## src/rtl/addsub_pipe.sv

```systemverilog
// Pipelined N-bit adder/subtractor: one SEG-bit segment resolved per stage,
// with valid/ready handshake, global stall and registered status flags.
module addsub_pipe #(
    parameter int unsigned N   = 16,
    parameter int unsigned SEG = 4
) (
    input  logic         clk,
    input  logic         rst_n,
    input  logic         in_valid,
    output logic         in_ready,
    input  logic [N-1:0] a,
    input  logic [N-1:0] b,
    input  logic [1:0]   op,
    input  logic         cin,
    output logic         out_valid,
    input  logic         out_ready,
    output logic [N-1:0] sum,
    output logic         c_out,
    output logic         ovf,
    output logic         zero
);

    localparam int unsigned STAGES = N / SEG;

    // Each stage register holds the full-width operands and partial sum so the
    // unresolved upper segments ride along with the resolved lower ones.
    logic [N-1:0] a_q [STAGES];
    logic [N-1:0] b_q [STAGES];
    logic [N-1:0] s_q [STAGES];
    logic         c_q [STAGES];
    logic         v_q [STAGES];
    logic         ovf_q;
    logic         zero_q;

    logic [N-1:0] a_d [STAGES];
    logic [N-1:0] b_d [STAGES];
    logic [N-1:0] s_d [STAGES];
    logic         c_d [STAGES];
    logic         v_d [STAGES];
    logic         ovf_d;
    logic         zero_d;
    logic         stall;

    assign stall     = v_q[STAGES-1] && !out_ready;
    assign in_ready  = !stall;
    assign out_valid = v_q[STAGES-1];
    assign sum       = s_q[STAGES-1];
    assign c_out     = c_q[STAGES-1];
    assign ovf       = ovf_q;
    assign zero      = zero_q;

    always_comb begin
        logic [N-1:0] ai;
        logic [N-1:0] bi;
        logic [N-1:0] si;
        logic         ci;
        logic         vi;
        logic [SEG:0] t;
        int unsigned  km1;
        for (int unsigned k = 0; k < STAGES; k++) begin
            km1 = (k == 0) ? 0 : k - 1;
            if (k == 0) begin
                ai = a;
                bi = op[1] ? ~b : b;
                unique case (op)
                    2'b00:   ci = 1'b0;
                    2'b10:   ci = 1'b1;
                    default: ci = cin;
                endcase
                si = '0;
                vi = in_valid;
            end else begin
                ai = a_q[km1];
                bi = b_q[km1];
                si = s_q[km1];
                ci = c_q[km1];
                vi = v_q[km1];
            end
            t = {1'b0, ai[k*SEG +: SEG]} + {1'b0, bi[k*SEG +: SEG]} + {{SEG{1'b0}}, ci};
            si[k*SEG +: SEG] = t[SEG-1:0];
            a_d[k] = ai;
            b_d[k] = bi;
            s_d[k] = si;
            c_d[k] = t[SEG];
            v_d[k] = vi;
        end
        // Carry into the MSB is recovered from the MSB's own sum bit.
        ovf_d  = c_d[STAGES-1] ^ (a_d[STAGES-1][N-1] ^ b_d[STAGES-1][N-1] ^ s_d[STAGES-1][N-1]);
        zero_d = (s_d[STAGES-1] == '0);
    end

    always_ff @(posedge clk or negedge rst_n) begin
        if (!rst_n) begin
            for (int unsigned k = 0; k < STAGES; k++) begin
                a_q[k] <= '0;
                b_q[k] <= '0;
                s_q[k] <= '0;
                c_q[k] <= 1'b0;
                v_q[k] <= 1'b0;
            end
            ovf_q  <= 1'b0;
            zero_q <= 1'b0;
        end else if (!stall) begin
            for (int unsigned k = 0; k < STAGES; k++) begin
                a_q[k] <= a_d[k];
                b_q[k] <= b_d[k];
                s_q[k] <= s_d[k];
                c_q[k] <= c_d[k];
                v_q[k] <= v_d[k];
            end
            ovf_q  <= ovf_d;
            zero_q <= zero_d;
        end
    end

endmodule

```

## config.mk

```make
export PLATFORM = sky130hd
export DESIGN_NAME = addsub_pipe
export DESIGN_NICKNAME = d
export VERILOG_FILES = /design/src/rtl/addsub_pipe.sv
export SDC_FILE = /design/constraint.sdc
export NUM_CORES = 1
export LEC_CHECK = 0
export ABC_AREA = 1
export CAP_MARGIN = 10
export CORE_ASPECT_RATIO = 0.8
export CORE_UTILIZATION = 59
export DETAILED_ROUTE_END_ITERATION = 10
export MAX_ROUTING_LAYER = met4
export PLACE_DENSITY = 0.85
export SLEW_MARGIN = 20
export SYNTH_ARGS = -nofsm -noshare
export SYNTH_HDL_FRONTEND = slang
export SYNTH_SLANG_ARGS = --single-unit
```

## constraint.sdc

```tcl
create_clock -name clk -period 4 [get_ports clk]
set_clock_uncertainty 0.1 [all_clocks]
set_input_delay 0.6 -clock clk [delete_from_list [all_inputs] [get_ports clk]]
set_output_delay 0.6 -clock clk [all_outputs]
set_load 0.01 [all_outputs]
```

# After elaboration in Yosys (flattened, before gate mapping)
# Index checks and enable logic that the tools add are counted.
op_classes:
  n_addsub: 8
  n_eq_ne: 1
  n_mux: 2
  n_bitwise: 4
  reduce_logical: 5
ops:
  columns: ["cell", "n"]
  rows:
  - ["$add A4 B4 Y5", 4]
  - ["$add A5 B1 Y5", 4]
  - ["$logic_not A16 Y1", 1]
  - ["$mux W16", 1]
  - ["$not A16 Y16", 1]
  - ["$xor A1 B1 Y1", 3]
  - ["$eq A2 B2 Y1 const B", 1]
  - ["$logic_not A1 Y1", 2]
  - ["$logic_not A2 Y1", 1]
  - ["$pmux W1 S2", 1]
  - ["$logic_and A1 B1 Y1", 1]
totals:
  regBits: 146
  in_bits: 39
  output_inout_bits: 21
  wordCells: 40

# Logic depth before layout (Yosys ltp)
# Gate-level depths: netlist of the first run.
logic_depth:
  ltp_word: 4
  depth_mapped: 9
  depth_no_buf: 8

# Least setup slack after synthesis of the first run
# No wires, ideal clock.
synth_timing:
  kind: "input port to flip-flop"
  from: "in op[1]"
  to: "reg c_q[3] (netlist bit)"
  setup_time_ns: 0.131
  arrival_time_ns: 2.207
  t_required_ns: 3.769
  slack_ns: 1.562
  path_stages: 9
  path_buffers: 2
  path_cell_list: "buf_6 buf_8 mux2_2 fa_1 fa_1 nand2_1 inv_1 o21ai_0 a22oi_1"
synth_via:
  elab_chain_cells: 3
synth_lines:
  columns: ["element", "line", "rtl"]
  rows:
  - ["start, declared", "13", "input logic [1:0] op,"]
  - ["$mux W16, or another cell as far along", "64", "bi = op[1] ? ~b : b;"]
  - ["$add A4 B4 Y5 or $pmux W1 S2 (tied branches)", "79, 65", null]
  - ["$add A5 B1 Y5 (*)", "79", "t = {1'b0, ai[k*SEG +: SEG]} + {1'b0, bi[k*SEG +: SEG]} + {{SEG{1'b0}}, ci};"]
  - ["end signal, assigned by index", "108", "c_q[k] <= c_d[k];"]
  - ["end, declared", "30", "logic c_q [STAGES];"]
# Every way passes the cells marked *; elsewhere a longest branch is shown, timed or not.
# A chain may end at the register's enable or synchronous reset.

# Worst setup path after layout of the first run
layout_timing:
  from: "in out_ready"
  to: "out in_ready"
layout_via:
  elab_chain_cells: 3
layout_lines:
  columns: ["element", "line", "rtl"]
  rows:
  - ["start, declared", "16", "input logic out_ready,"]
  - ["$logic_not A1 Y1", "44", "assign stall = v_q[STAGES-1] && !out_ready;"]
  - ["$logic_and A1 B1 Y1", "44", null]
  - ["$logic_not A1 Y1", null, null]
  - ["end, declared", "10", "output logic in_ready,"]
# No other way between the ends.

==> results of run 1 <==
==> state kept, by name (all words and copies together), names as in the netlist <==
register and flops:
a_d 24, b_d 24, c_out 1, c_q 3, out_valid 1, ovf 1, s_d 24, sum 16
v_d 3, zero 1
==> layout by cell type (no fill, tap or decap) <==
| cell type | Yosys | final |
|---|---|---|
| clkbuf_8 | 0 | 10 |
| inv_1 | 32 | 32 |
| inv_4 | 1 | 1 |
| xnor2_1 | 12 | 12 |
| nand3b_1 | 2 | 2 |
| mux2_2 | 1 | 1 |
| clkinv_2 | 0 | 1 |
| nor2_1 | 24 | 24 |
| nand4_1 | 1 | 1 |
| ha_1 | 12 | 12 |
| nand2_4 | 1 | 1 |
| a21oi_1 | 8 | 8 |
| o21ai_1 | 1 | 1 |
| o21ai_0 | 53 | 53 |
| xor2_1 | 4 | 4 |
| inv_2 | 1 | 1 |
| o31ai_1 | 2 | 2 |
| clkbuf_1 | 3 | 1 |
| a22oi_1 | 1 | 1 |
| o21a_1 | 2 | 2 |
| fa_1 | 8 | 8 |
| a31oi_1 | 1 | 1 |
| nand3_1 | 10 | 10 |
| bufinv_16 | 0 | 2 |
| clkdlybuf4s50_1 | 0 | 58 |
| nand2_1 | 182 | 182 |
| buf_4 | 6 | 5 |
| dfrtp_1 | 98 | 98 |
==> metal layers <==
layer	vias to the layer above	global-route usage
li1	1602	-
met1	1549	0.311
met2	70	0.406
met3	6	0.0493
met4	0	0.0672
met5	-	-
==> metrics by stage <==
stage	hold slack, ps	worst slack (ps)	power [mW]	std cells
3_5_place_dp	352	1140	3.16	607
6_report	8.67	1360	3.84	621
4_1_cts	4.12	1370	3.86	621
3_3_place_gp	326	1180	3.06	607
2_1_floorplan	204	1560	2.65	479
5_1_grt	11.4	1320	4.17	621
==> cell families after synthesis <==
group / count (synthesis)
fa+ha+maj: 20
simple gates: 220
mux: 1
flops: 98
compound gates: 68
buf+inv: 56
xor+xnor: 16
==> final cells by class <==
class,instances,share of cell area
clock buffers,11,0.0273
flip-flops and latches,98,0.473
repair buffers,63,0.119
clock inverters,3,0.0125
multi-input cells,325,0.322
well taps,87,0.0210
inverters,34,0.0251
==> worst max-delay path by stage <==
stage                    from                  to  slack, ps
floorplan               op[1]  c_q[3]$_DFFE_PN0N_       1560
global placement        op[1]  c_q[3]$_DFFE_PN0N_       1180
detailed placement      op[1]  c_q[3]$_DFFE_PN0N_       1140
CTS                 out_ready            in_ready       1370
global route        out_ready            in_ready       1320
finish              out_ready            in_ready       1360
==> power breakdown <==
group / switching, mW / internal (mW) / leakage (nW)
clock: 0.311 / 0.362 / 0.105
sequential: 0.263 / 1.43 / 1.19
combinational: 0.838 / 0.633 / 1.25
total: 1.41 / 2.42 / 2.54
==> results.py, run 1 <==
metrics = {
    "floorplan": {
        "die-area_um2": 7810,
        "pin_count": 60,
        "die-width_um": 98.5,
        "start_util": 0.623,
        "coreArea_um2": 7060,
        "fp-row-count": 27,
        "die_h_um": 79.2,
    },
    "routing": {
        "top_layer": "met4",
        "wl_met2_um": 4240,
        "wl_um": 8430,
        "drtAntennaViolNets": 0,
        "drtIter0Drc": 191,
        "avgViaCountPerCell": 5.20,
        "vias": 3227,
        "firstDrtPassIters": 8,
        "post_drt_wl_per_cell_um": 13.6,
        "wl_met3_um": 369,
        "drc": 3,
        "routedLengthMet1_um": 3760,
    },
    "global_routing": {
        "track_usage": 0.244,
        "overflow": 0,
        "grt_max_degree": 108,
        "grt_antenna_before_repair": 0,
        "grt_pass1_wl_um": 14400,
        "first_global_vias": 3129,
    },
    "sta": {
        "period_needed_ps": 2640,
        "drv_slew": 0,
        "fin_setup_tns_ps": 0,
        "slew_headroom": 0.392,
        "hold_violations": 0,
        "finalCritPeriodShare": 0.659,
        "max_freq_mhz": 379,
        "finalSetupViolations": 0,
        "rsz0062_at_grt": "no",
        "tightestPinTransition_ps": 913,
    },
    "clocking": {
        "cts_tree": "done",
        "insertion_delay_ps": 350,
        "clockBufferDepth": 2,
        "cts_root_buffer": "clkbuf_8",
        "cts.sinks": 98,
        "cts_setup_buffers": 0,
        "cts.hold.buffers_added": 0,
        "post_cts_resized": 0,
        "h-tree-depth": 3,
        "tritoncts.num_buffers": 9,
        "clkTransAtPathRegs_ps": 80,
    },
    "yosys": {
        "yosysTopAreaCellShare": 0.558,
        "synthAdderAreaFrac": 0.0706,
        "synth_nets": 538,
        "synth_top_family_by_area": "simple AND/OR/NAND/NOR gates",
        "synth_compound_area_frac": 0.0805,
        "syn_inst": 479,
        "yosys_warnings": 0,
        "synth_flop_cell": "dfrtp_1",
        "async_reset_ff_frac": 1.00,
        "syn_area_um2": 4400,
        "syn_avg_cell_area_um2": 9.18,
        "synth-xor-area-share": 0.0319,
        "seq_area_frac_synth": 0.558,
        "yosysMostFrequentCell": "nand2_1",
        "ys_ff_latch": 98,
        "synth-simple-area-share": 0.195,
        "synth_edf_count": 0,
        "yosys.cell_types.count": 28,
        "synth_top_cell_by_area": "dfrtp_1",
        "synth_common_cells": "nand2_1 (182), dfrtp_1 (98), o21ai_0 (53)",
        "synthTopCellsByArea": "dfrtp_1 (56%), nand2_1 (16%), o21ai_0 (6.0%), fa_1 (3.6%), ha_1 (3.4%)",
        "synth_mux_area_frac": 0.00256,
    },
    "outcome": {
        "status": "finished with violations",
        "violations": "design-rule violations",
    },
    "setup_path": {
        "ff2ff_setup_slack_ps": 1960,
        "cpPeakStageDelay_ps": 610,
        "critPathRequiredTime_ps": 3300,
        "critPathCaptureType": "output port",
        "r2r-start": "c_q[1]$_DFFE_PN0N_",
        "slowest_stage": "clkdlybuf4s50_1",
        "rr_endpoint": "ovf$_DFFE_PN0N_",
        "crit_type": "in2out",
        "path_common_cell": "clkdlybuf4s50_1",
        "path_cells": "clkdlybuf4s50_1 > inv_2 > nand2_4 > clkdlybuf4s50_1",
        "crit_fanout": 24,
        "ff2ff_path_depth": 8,
        "start_kind": "input pin",
        "worst-path-stages": 4,
        "critical_path_buf_inv_count": 3,
        "crit_family": "buffers and inverters",
        "crit_arrival_ps": 1940,
    },
    "finish": {
        "register_area_um2": 2450,
        "drive_gt1_frac": 0.0412,
        "antenna-diode-count": 0,
        "fin_nets": 590,
        "fillers": 524,
        "final_core_util": 0.735,
        "fin_area_um2": 5190,
        "area_growth_pct": 18.0,
        "multiInputGateArea_um2": 1670,
    },
    "placed_design": {
        "port_buffers": 59,
        "place_congestion": 0.823,
        "placed_cell_area_um2": 4980,
        "dp_hpwl_um": 5560,
    },
    "power_and_ir_drop": {
        "leakagePower_nw": 2.54,
        "powerDensity_nw_per_um2": 739,
        "irDropWorstVdd_v": 0.000283,
    },
    "job": {
        "maxCapViolations": 0,
    },
    "hold_path": {
        "hold_class": "in2async",
    },
}
No activity file was read; power rests on OpenSTA's default activity.
==> inputs of run 2 (changes only) <==
Settings changed: CORE_UTILIZATION 59 to 49, PLACE_DENSITY 0.85 to 0.75.
Clock period 4 ns to 2.2 ns, I/O delays scaled along.
==> run 2 against run 1 <==
Against the previous run: first-iteration DRC count decreased by 1.0%; clock power increased by 62%; worst hold slack improved by 330 ps; combinational power increased by 86%; count of clock-buffer cells in the layout decreased by 1; largest cell class unchanged; the run now ends clean; sequential share of layout area decreased by 0.91 points; cell count increased by 5.6%; wire length decreased by 3.2%.
==> results.py, run 2 (synthesis results as in run 1) <==
metrics = {
    "clocking": {
        "cts_tree": "done",
        "cts_setup_buffers": 0,
        "tritoncts.num_buffers": 9,
        "cts.sinks": 98,
        "cts_root_buffer": "clkbuf_8",
        "clockBufferDepth": 2,
        "h-tree-depth": 3,
        "insertion_delay_ps": 370,
        "clkTransAtPathRegs_ps": 90,
    },
    "power_and_ir_drop": {
        "share_comb_of_total_power": 0.398,
        "clock_power_share": 0.159,
        "powerDensity_nw_per_um2": 1300,
        "irDropWorstVdd_v": 0.000477,
        "seq_power_share": 0.443,
        "p_sw_mw": 2.61,
        "leakagePower_nw": 2.57,
        "swShare": 0.380,
        "p_int_mw": 4.25,
    },
    "placed_design": {
        "port_buffers": 59,
        "dp_hpwl_um": 5830,
        "placed_cell_area_um2": 5090,
        "place_congestion": 0.800,
    },
    "global_routing": {
        "first_global_vias": 3017,
        "grt_max_degree": 51,
        "overflow": 0,
        "grt_pass1_wl_um": 14200,
        "track_usage": 0.205,
        "grt_antenna_before_repair": 0,
    },
    "floorplan": {
        "die_h_um": 86.7,
        "die-width_um": 108,
        "start_util": 0.512,
        "die-area_um2": 9360,
        "coreArea_um2": 8600,
        "pin_count": 60,
        "fp-row-count": 30,
    },
    "setup_path": {
        "ff2ff_path_depth": 8,
        "crit_arrival_ps": 2180,
        "crit_fanout": 2,
        "crit_type": "in2reg",
        "start_kind": "input pin",
        "critPathCaptureType": "register",
        "critPathRequiredTime_ps": 2350,
    },
    "finish": {
        "drive_gt1_frac": 0.0625,
        "antenna-diode-count": 0,
        "fin_nets": 598,
        "mostFrequentLayoutCells": "nand2_1 (182), dfrtp_1 (98), clkdlybuf4s50_1 (57)",
        "area_growth_pct": 20.3,
        "layout_commonest_cell": "nand2_1",
        "fin_area_um2": 5290,
    },
    "routing": {
        "drtIter0Drc": 189,
        "wl_um": 8160,
        "post_drt_wl_per_cell_um": 12.4,
        "avgViaCountPerCell": 4.89,
        "drtAntennaViolNets": 0,
        "vias": 3209,
        "firstDrtPassIters": 4,
        "drc": 0,
    },
    "sta": {
        "rsz0062_at_grt": "no",
        "hold_violations": 0,
        "finalSetupViolations": 0,
        "tightestPinTransition_ps": 461,
        "finalCritPeriodShare": 0.924,
        "drv_slew": 0,
        "holdWs_ps": 339,
        "period_needed_ps": 2030,
        "max_freq_mhz": 492,
        "slew_headroom": 0.692,
    },
    "outcome": {
        "status": "finished clean",
    },
    "hold_path": {
        "hold_class": "in2async",
    },
    "job": {
        "maxCapViolations": 0,
    },
}
## run 2: changes by cell type in the layout (fill, tap and decap cells not counted), sizes merged
cell / previous run / this run
clkinvlp: 0 / 1
bufinv: 2 / 0
buf: 5 / 12
inv: 34 / 37
clkdlybuf4s50: 58 / 57
dlygate4sd2: 0 / 1
clkinv: 1 / 2
clkbuf: 11 / 10
dlygate4sd3: 0 / 1
## run 2: final cells by class
class / instances / area (um2)
inverter: 34 / 130
sequential: 98 / 2450
tap: 112 / 140
clock inverter: 6 / 47.5
timing repair buffer: 71 / 704
multi-input combinational: 325 / 1680
fill: 765 / 3310
clock buffer: 10 / 138
## run 2: what timing repair did
item | 4_1_cts | 5_1_grt
endpoints found under the setup margin | 1 | 2
gates cloned | 0 | 0
resized for setup | 1 | 3
hold buffers | 1 | 0
hold endpoints to repair | 32 | 0
## run 2: path summary, 6_finish.rpt
kind                                           from                  end  slack [ps]
worst min register to register  b_d[45]$_DFFE_PN0N_  b_d[29]$_DFFE_PN0N_         370
worst max register to register   c_q[1]$_DFFE_PN0N_      ovf$_DFFE_PN0N_         230
max in group asynchronous                     rst_n  a_d[15]$_DFFE_PN0N_        1000
worst min-delay path                          rst_n  sum[11]$_DFFE_PN0N_         340
min in group clk                b_d[45]$_DFFE_PN0N_  b_d[29]$_DFFE_PN0N_         370
worst max-delay path                          op[0]   c_q[3]$_DFFE_PN0N_         170
## run 2: power by group through the flow
stage / sequential [mW] / combinational, mW / clock (mW)
4_1_cts: 3.04 / 2.75 / 1.13
5_1_grt: 3.14 / 3.18 / 1.21
3_3_place_gp: 3.04 / 2.63 / 0
3_5_place_dp: 3.08 / 2.74 / 0
6_report: 3.04 / 2.73 / 1.09
2_1_floorplan: 3.06 / 1.75 / 0
## run 2: critical path, cell delays in order
cell and delay [ps]:
clkdlybuf4s50_1 460, mux2_2 350, fa_2 360, fa_2 350, nand2_1 70, inv_1 50
o21ai_1 130, a22oi_1 80
## run 2: per-layer routing
metal	GRT usage	part of all wire
met1	0.281	0.50
met2	0.304	0.44
met3	0.0564	0.049
met4	0.0461	0.0093
met5	-	0
## run 2: stage by stage
step / utilization / total power [mW] / setup slack (ps) / TNS, ps / cells
2_1_floorplan: - / 4.81 / 31.9 / 0 / 479
3_3_place_gp: 0.592 / 5.67 / -337 / -953 / 639
3_5_place_dp: 0.592 / 5.81 / -400 / -1220 / 639
4_1_cts: 0.615 / 6.92 / 48.5 / 0 / 656
5_1_grt: 0.615 / 7.53 / 39.3 / 0 / 656
6_report: 0.615 / 6.86 / 168 / 0 / 656
==> inputs of run 3 (changes only) <==
Settings changed: CAP_MARGIN 10 to unset, CELL_PAD_IN_SITES_DETAIL_PLACEMENT set to 0, CELL_PAD_IN_SITES_GLOBAL_PLACEMENT set to 1, CORE_UTILIZATION 49 to 38, PLACE_DENSITY 0.75 to unset, PLACE_DENSITY_LB_ADDON set to 0.1, SLEW_MARGIN 20 to unset.
==> run 3 against run 2 <==
Against the previous run: total power up 8.3%; first-iteration DRC count down 2.6%; design area up 3.2%; cell count up 4.4%; combinational power about the same; clock power up 53%; global-route usage down 4.1 points; largest cell class unchanged; sequential power about the same; wire length up 4.7%; worst setup slack worse by 81 ps; non-clock buffer count down 3; register-to-register slack worse by 60 ps.
==> results.py, run 3 (synthesis results as in run 1) <==
metrics = {
    "sta": {
        "max_freq_mhz": 473,
        "drv_slew": 0,
        "rsz0062_at_grt": "no",
        "finalSetupViolations": 0,
        "tightestPinTransition_ps": 430,
        "fin_setup_tns_ps": 0,
        "slew_headroom": 0.713,
        "holdWs_ps": 313,
        "finalCritPeriodShare": 0.961,
        "period_needed_ps": 2110,
        "hold_violations": 0,
    },
    "global_routing": {
        "track_usage": 0.164,
        "first_global_vias": 3040,
        "grt_pass1_wl_um": 14800,
        "grt_max_degree": 80,
        "overflow": 0,
        "grt_antenna_before_repair": 0,
    },
    "power_and_ir_drop": {
        "powerDensity_nw_per_um2": 1360,
        "irDropWorstVdd_v": 0.000468,
        "leakagePower_nw": 2.63,
    },
    "clocking": {
        "cts.sinks": 98,
        "h-tree-depth": 3,
        "tritoncts.num_buffers": 9,
        "cts_tree": "done",
        "insertion_delay_ps": 340,
        "clockBufferDepth": 2,
        "clkTransAtPathRegs_ps": 60,
        "cts_setup_buffers": 0,
        "cts_root_buffer": "clkbuf_16",
    },
    "routing": {
        "drc": 0,
        "drtIter0Drc": 184,
        "firstDrtPassIters": 4,
        "drtAntennaViolNets": 0,
        "wl_um": 8540,
        "post_drt_wl_per_cell_um": 12.5,
        "vias": 3074,
        "avgViaCountPerCell": 4.49,
    },
    "floorplan": {
        "die-width_um": 122,
        "coreArea_um2": 11100,
        "fp-row-count": 34,
        "die-area_um2": 12000,
        "pin_count": 60,
        "die_h_um": 98.2,
        "start_util": 0.398,
    },
    "finish": {
        "fin_nets": 595,
        "mostFrequentLayoutCells": "nand2_1 (182), dfrtp_1 (98), clkdlybuf4s50_1 (57)",
        "drive_gt1_frac": 0.0555,
        "antenna-diode-count": 0,
        "layout_commonest_cell": "nand2_1",
        "area_growth_pct": 24.1,
    },
    "setup_path": {
        "crit_arrival_ps": 2230,
        "crit_path_end": "c_q[3]$_DFFE_PN0N_",
        "ff2ff_path_depth": 7,
        "ff2ff_setup_slack_ps": 170,
        "critPathRequiredTime_ps": 2310,
        "critPathCaptureType": "register",
        "rr_endpoint": "zero$_DFFE_PN0N_",
        "crit_fanout": 2,
        "crit_type": "in2reg",
        "cp-startpoint": "op[0]",
        "start_kind": "input pin",
        "r2r-start": "c_q[1]$_DFFE_PN0N_",
    },
    "placed_design": {
        "place_congestion": 0.732,
        "dp_hpwl_um": 5860,
        "port_buffers": 59,
    },
    "hold_path": {
        "hold_class": "in2async",
    },
    "job": {
        "maxCapViolations": 0,
    },
    "outcome": {
        "status": "finished clean",
    },
}
run 3: final cells by class:
type,instances,area (um2)
timing repair buffer,68,694
sequential,98,2450
multi-input combinational,325,1680
fill,1069,5600
clock inverter,5,77.6
inverter,34,130
tap,144,180
clock buffer,11,243
run 3: per-layer routing:
layer,track usage,wire length (um)
met5,-,0
met4,0.0582,131
met3,0.0432,367
met2,0.217,3410
met1,0.239,4630
run 3: power breakdown:
part	total [mW]	internal [mW]	leakage [nW]	switching, mW
sequential	3.06	2.60	1.19	0.455
clock	1.67	1.02	0.156	0.644
combinational	2.71	1.20	1.29	1.50
total	7.43	4.83	2.63	2.60
run 3: how the worst min path moves through the flow:
stage / cells past startpoint / startpoint / slack [ps] / end
after CTS: 2 / rst_n / 320 / v_d[0]$_DFFE_PN0N_
after detailed placement: 1 / rst_n / 130 / sum[3]$_DFFE_PN0N_
final: 2 / rst_n / 310 / sum[3]$_DFFE_PN0N_
after global placement: 1 / rst_n / 130 / sum[3]$_DFFE_PN0N_
after global routing: 2 / rst_n / 330 / v_d[0]$_DFFE_PN0N_
after floorplan: 0 / rst_n / -70 / a_d[12]$_DFFE_PN0N_
run 3: metrics by stage:
stage / cell area [um2] / util / power [mW] / setup WS (ps) / std cells
floorplan: 4400 / - / 4.81 / 31.9 / 479
global placement: 5120 / 0.463 / 5.76 / -347 / 668
detailed placement: 5120 / 0.463 / 5.83 / -367 / 668
CTS: 5450 / 0.493 / 7.53 / 47.0 / 685
global route: 5460 / 0.493 / 8.11 / 39.1 / 685
finish: 5460 / 0.493 / 7.43 / 86.4 / 685
run 3: worst max-delay path, stage by stage:
cell,delay [ps]
clkdlybuf4s50_1,460
mux2_2,340
fa_2,350
fa_1,390
nand2_1,80
inv_1,50
o21ai_0,140
a22oi_1,90
run 3: what timing repair did:
| item | CTS | global route |
|---|---|---|
| hold buffers | 1 | 0 |
| gates resized for setup | 1 | 2 |
| endpoints found under the setup margin | 1 | 2 |
| hold endpoints to repair | 19 | 0 |
==> edit (config.mk and constraints of run 3) <==
Reset style: synchronous (`rst_n`), changed in one clocked block.
--- a/src/rtl/addsub_pipe.sv
+++ b/src/rtl/addsub_pipe.sv
@@ -90,5 +90,5 @@
     end
 
-    always_ff @(posedge clk or negedge rst_n) begin
+    always_ff @(posedge clk) begin
         if (!rst_n) begin
             for (int unsigned k = 0; k < STAGES; k++) begin
Behaviour: differs if rst_n is asserted again (counterexample within 4 cycles, from zero or initial values and one cycle with rst_n low); with rst_n held inactive, the same outputs for 10 cycles.
==> edit against run 3 <==
  * Design area is 2.3% higher
  * Worst setup slack better by 6.2 ps
  * Routed wire length down 24%
  * Via count shrank 18%
  * Hold slack improved by 62 ps
  * Highest routed layer unchanged
  * Sequential cell count stayed put
  * Area after synthesis rose by 2.7%
Power is not compared: it rests on default switching activity, and its combinational part moved more than twofold at a synthesized area within 25%.
==> edit: results (changes against run 3) <==
\begin{tabular}{lr}
\hline
Metric & Value \\
\hline
\multicolumn{2}{l}{\textbf{STA}} \\
\quad Share of the cycle needed by the critical path after routing & 95.79\% (was 96.07\%) \\
\quad Worst slew margin relative to its limit & 78.27\% (was 71.32\%) \\
\multicolumn{2}{l}{\textbf{GRT}} \\
\quad Via count of the first global-routing pass & 2,555 (was 3,040) \\
\quad First-pass GRT wire length & 11,470 µm (was 14,810 µm) \\
\quad Global-route usage over all layers & 12.67\% (was 16.39\%) \\
\quad Largest net degree at the start of global routing & 49 (was 80) \\
\multicolumn{2}{l}{\textbf{Placed design}} \\
\quad Final Wtd Congestion & 0.7215 (was 0.7320) \\
\quad Placement-stage worst setup slack & -253.3 ps (was -366.6 ps) \\
\quad Total half-perimeter wirelength after legalization and detailed placement & 4577 µm (was 5857 µm) \\
\multicolumn{2}{l}{\textbf{Drt}} \\
\quad Via count & 2,527 (was 3,074) \\
\quad Routed WL & 6512 µm (was 8539 µm) \\
\quad Total length of routed met3 wires & 356 µm (was 367 µm) \\
\quad Met1 WL & 3283 µm (was 4631 µm) \\
\multicolumn{2}{l}{\textbf{Setup path}} \\
\quad Maximum net fanout on the critical path & 3 (was 2) \\
\quad Data arrival time of the worst path & 2090 ps (was 2230 ps) \\
\quad Capture instance of the worst register-to-register path & zero\$\_SDFFE\_PN0N\_ (was zero\$\_DFFE\_PN0N\_) \\
\quad Beginning of the worst register-to-register path & a\_q[0][44]\$\_SDFFCE\_PN0P\_ (was c\_q[1]\$\_DFFE\_PN0N\_) \\
\quad End of the critical path & s\_q[0][2]\$\_SDFFCE\_PN0P\_ (was c\_q[3]\$\_DFFE\_PN0N\_) \\
\multicolumn{2}{l}{\textbf{Clock tree}} \\
\quad Post-cts resize count & 0 (was 1) \\
\quad Hold-fix buffer count after cts & 0 (was 1) \\
\multicolumn{2}{l}{\textbf{Cells and area}} \\
\quad Share of cells above drive strength 1 & 6.118\% (was 5.545\%) \\
\multicolumn{2}{l}{\textbf{Min path}} \\
\quad Class of the tightest hold or removal check & reg -> reg (was in -> async) \\
\multicolumn{2}{l}{\textbf{Synthesis}} \\
\quad Number of nets in the synthesized netlist & 461 (was 538) \\
\quad Number of unique standard cell types used by synthesis & 23 (was 28) \\
\quad EDFF count, synth & 96 (was 0) \\
\multicolumn{2}{l}{\textbf{Run status}} \\
\quad Status & finished clean (unchanged) \\
\hline
\end{tabular}
-- edit: changes by cell type in the layout (fill, tap and decap cells not counted), moves of 3 or more --
cell	change
dfrtp_1	-98
o21ai_0	-49
nand2_1	-158
nand3_1	-3
edfxtp_1	+96
inv_1	+62
nor2_1	+83
-- edit: cell families (layout without fill, tap and decap cells) --
kind of cell	count (synthesis)	after routing	synth area share, %
adder cells (fa/ha/maj)	20	20	6.868
flip-flops	98	98	64.69
XOR/XNOR	16	16	3.102
AND/OR/NAND/NOR	147	147	12.91
multiplexers	1	1	0.2492
buffers and inverters	106	178	10.58
AO/OA/AOI/OAI	14	14	1.606
-- edit: final cells by class --
type	instances	area, µm²
Clock inverter	6	57.56
Inverter	94	352.8
Fill cell	1115	5981
Multi-Input combinational cell	198	1137
Clock buffer	10	229.0
Tap cell	148	185.2
Sequential cell	98	2923
Timing Repair Buffer	68	695.7
-- edit: metal layers --
| layer | global-route usage, % | up-vias |
|---|---|---|
| met3 | 4.128 | 9 |
| met1 | 16.07 | 1082 |
| met2 | 19.02 | 61 |
| met4 | 4.396 | 0 |
| met5 | - | - |
| li1 | - | 1375 |
-- edit: per-stage QoR --
stage                     instances  area [µm²]  power, mW  util, %  hold slack, ps
final                           622        5580      4.239    48.27           374.7
after floorplan                 402        4531      2.594        -           371.5
after global routing            622        5580      4.455    48.27           410.4
after CTS                       622        5578      4.296    48.25           380.4
after detailed placement        606        5291      2.784    45.77           368.8
after global placement          606        5291      2.776    45.77           365.3
-- edit: power groups by stage --
stage	Sequential, mW	Clock [mW]	Combinational [mW]
detailed placement	2.30	0	0.486
global placement	2.29	0	0.482
global route	2.27	1.62	0.564
floorplan	2.30	0	0.295
finish	2.26	1.50	0.480
CTS	2.26	1.55	0.490
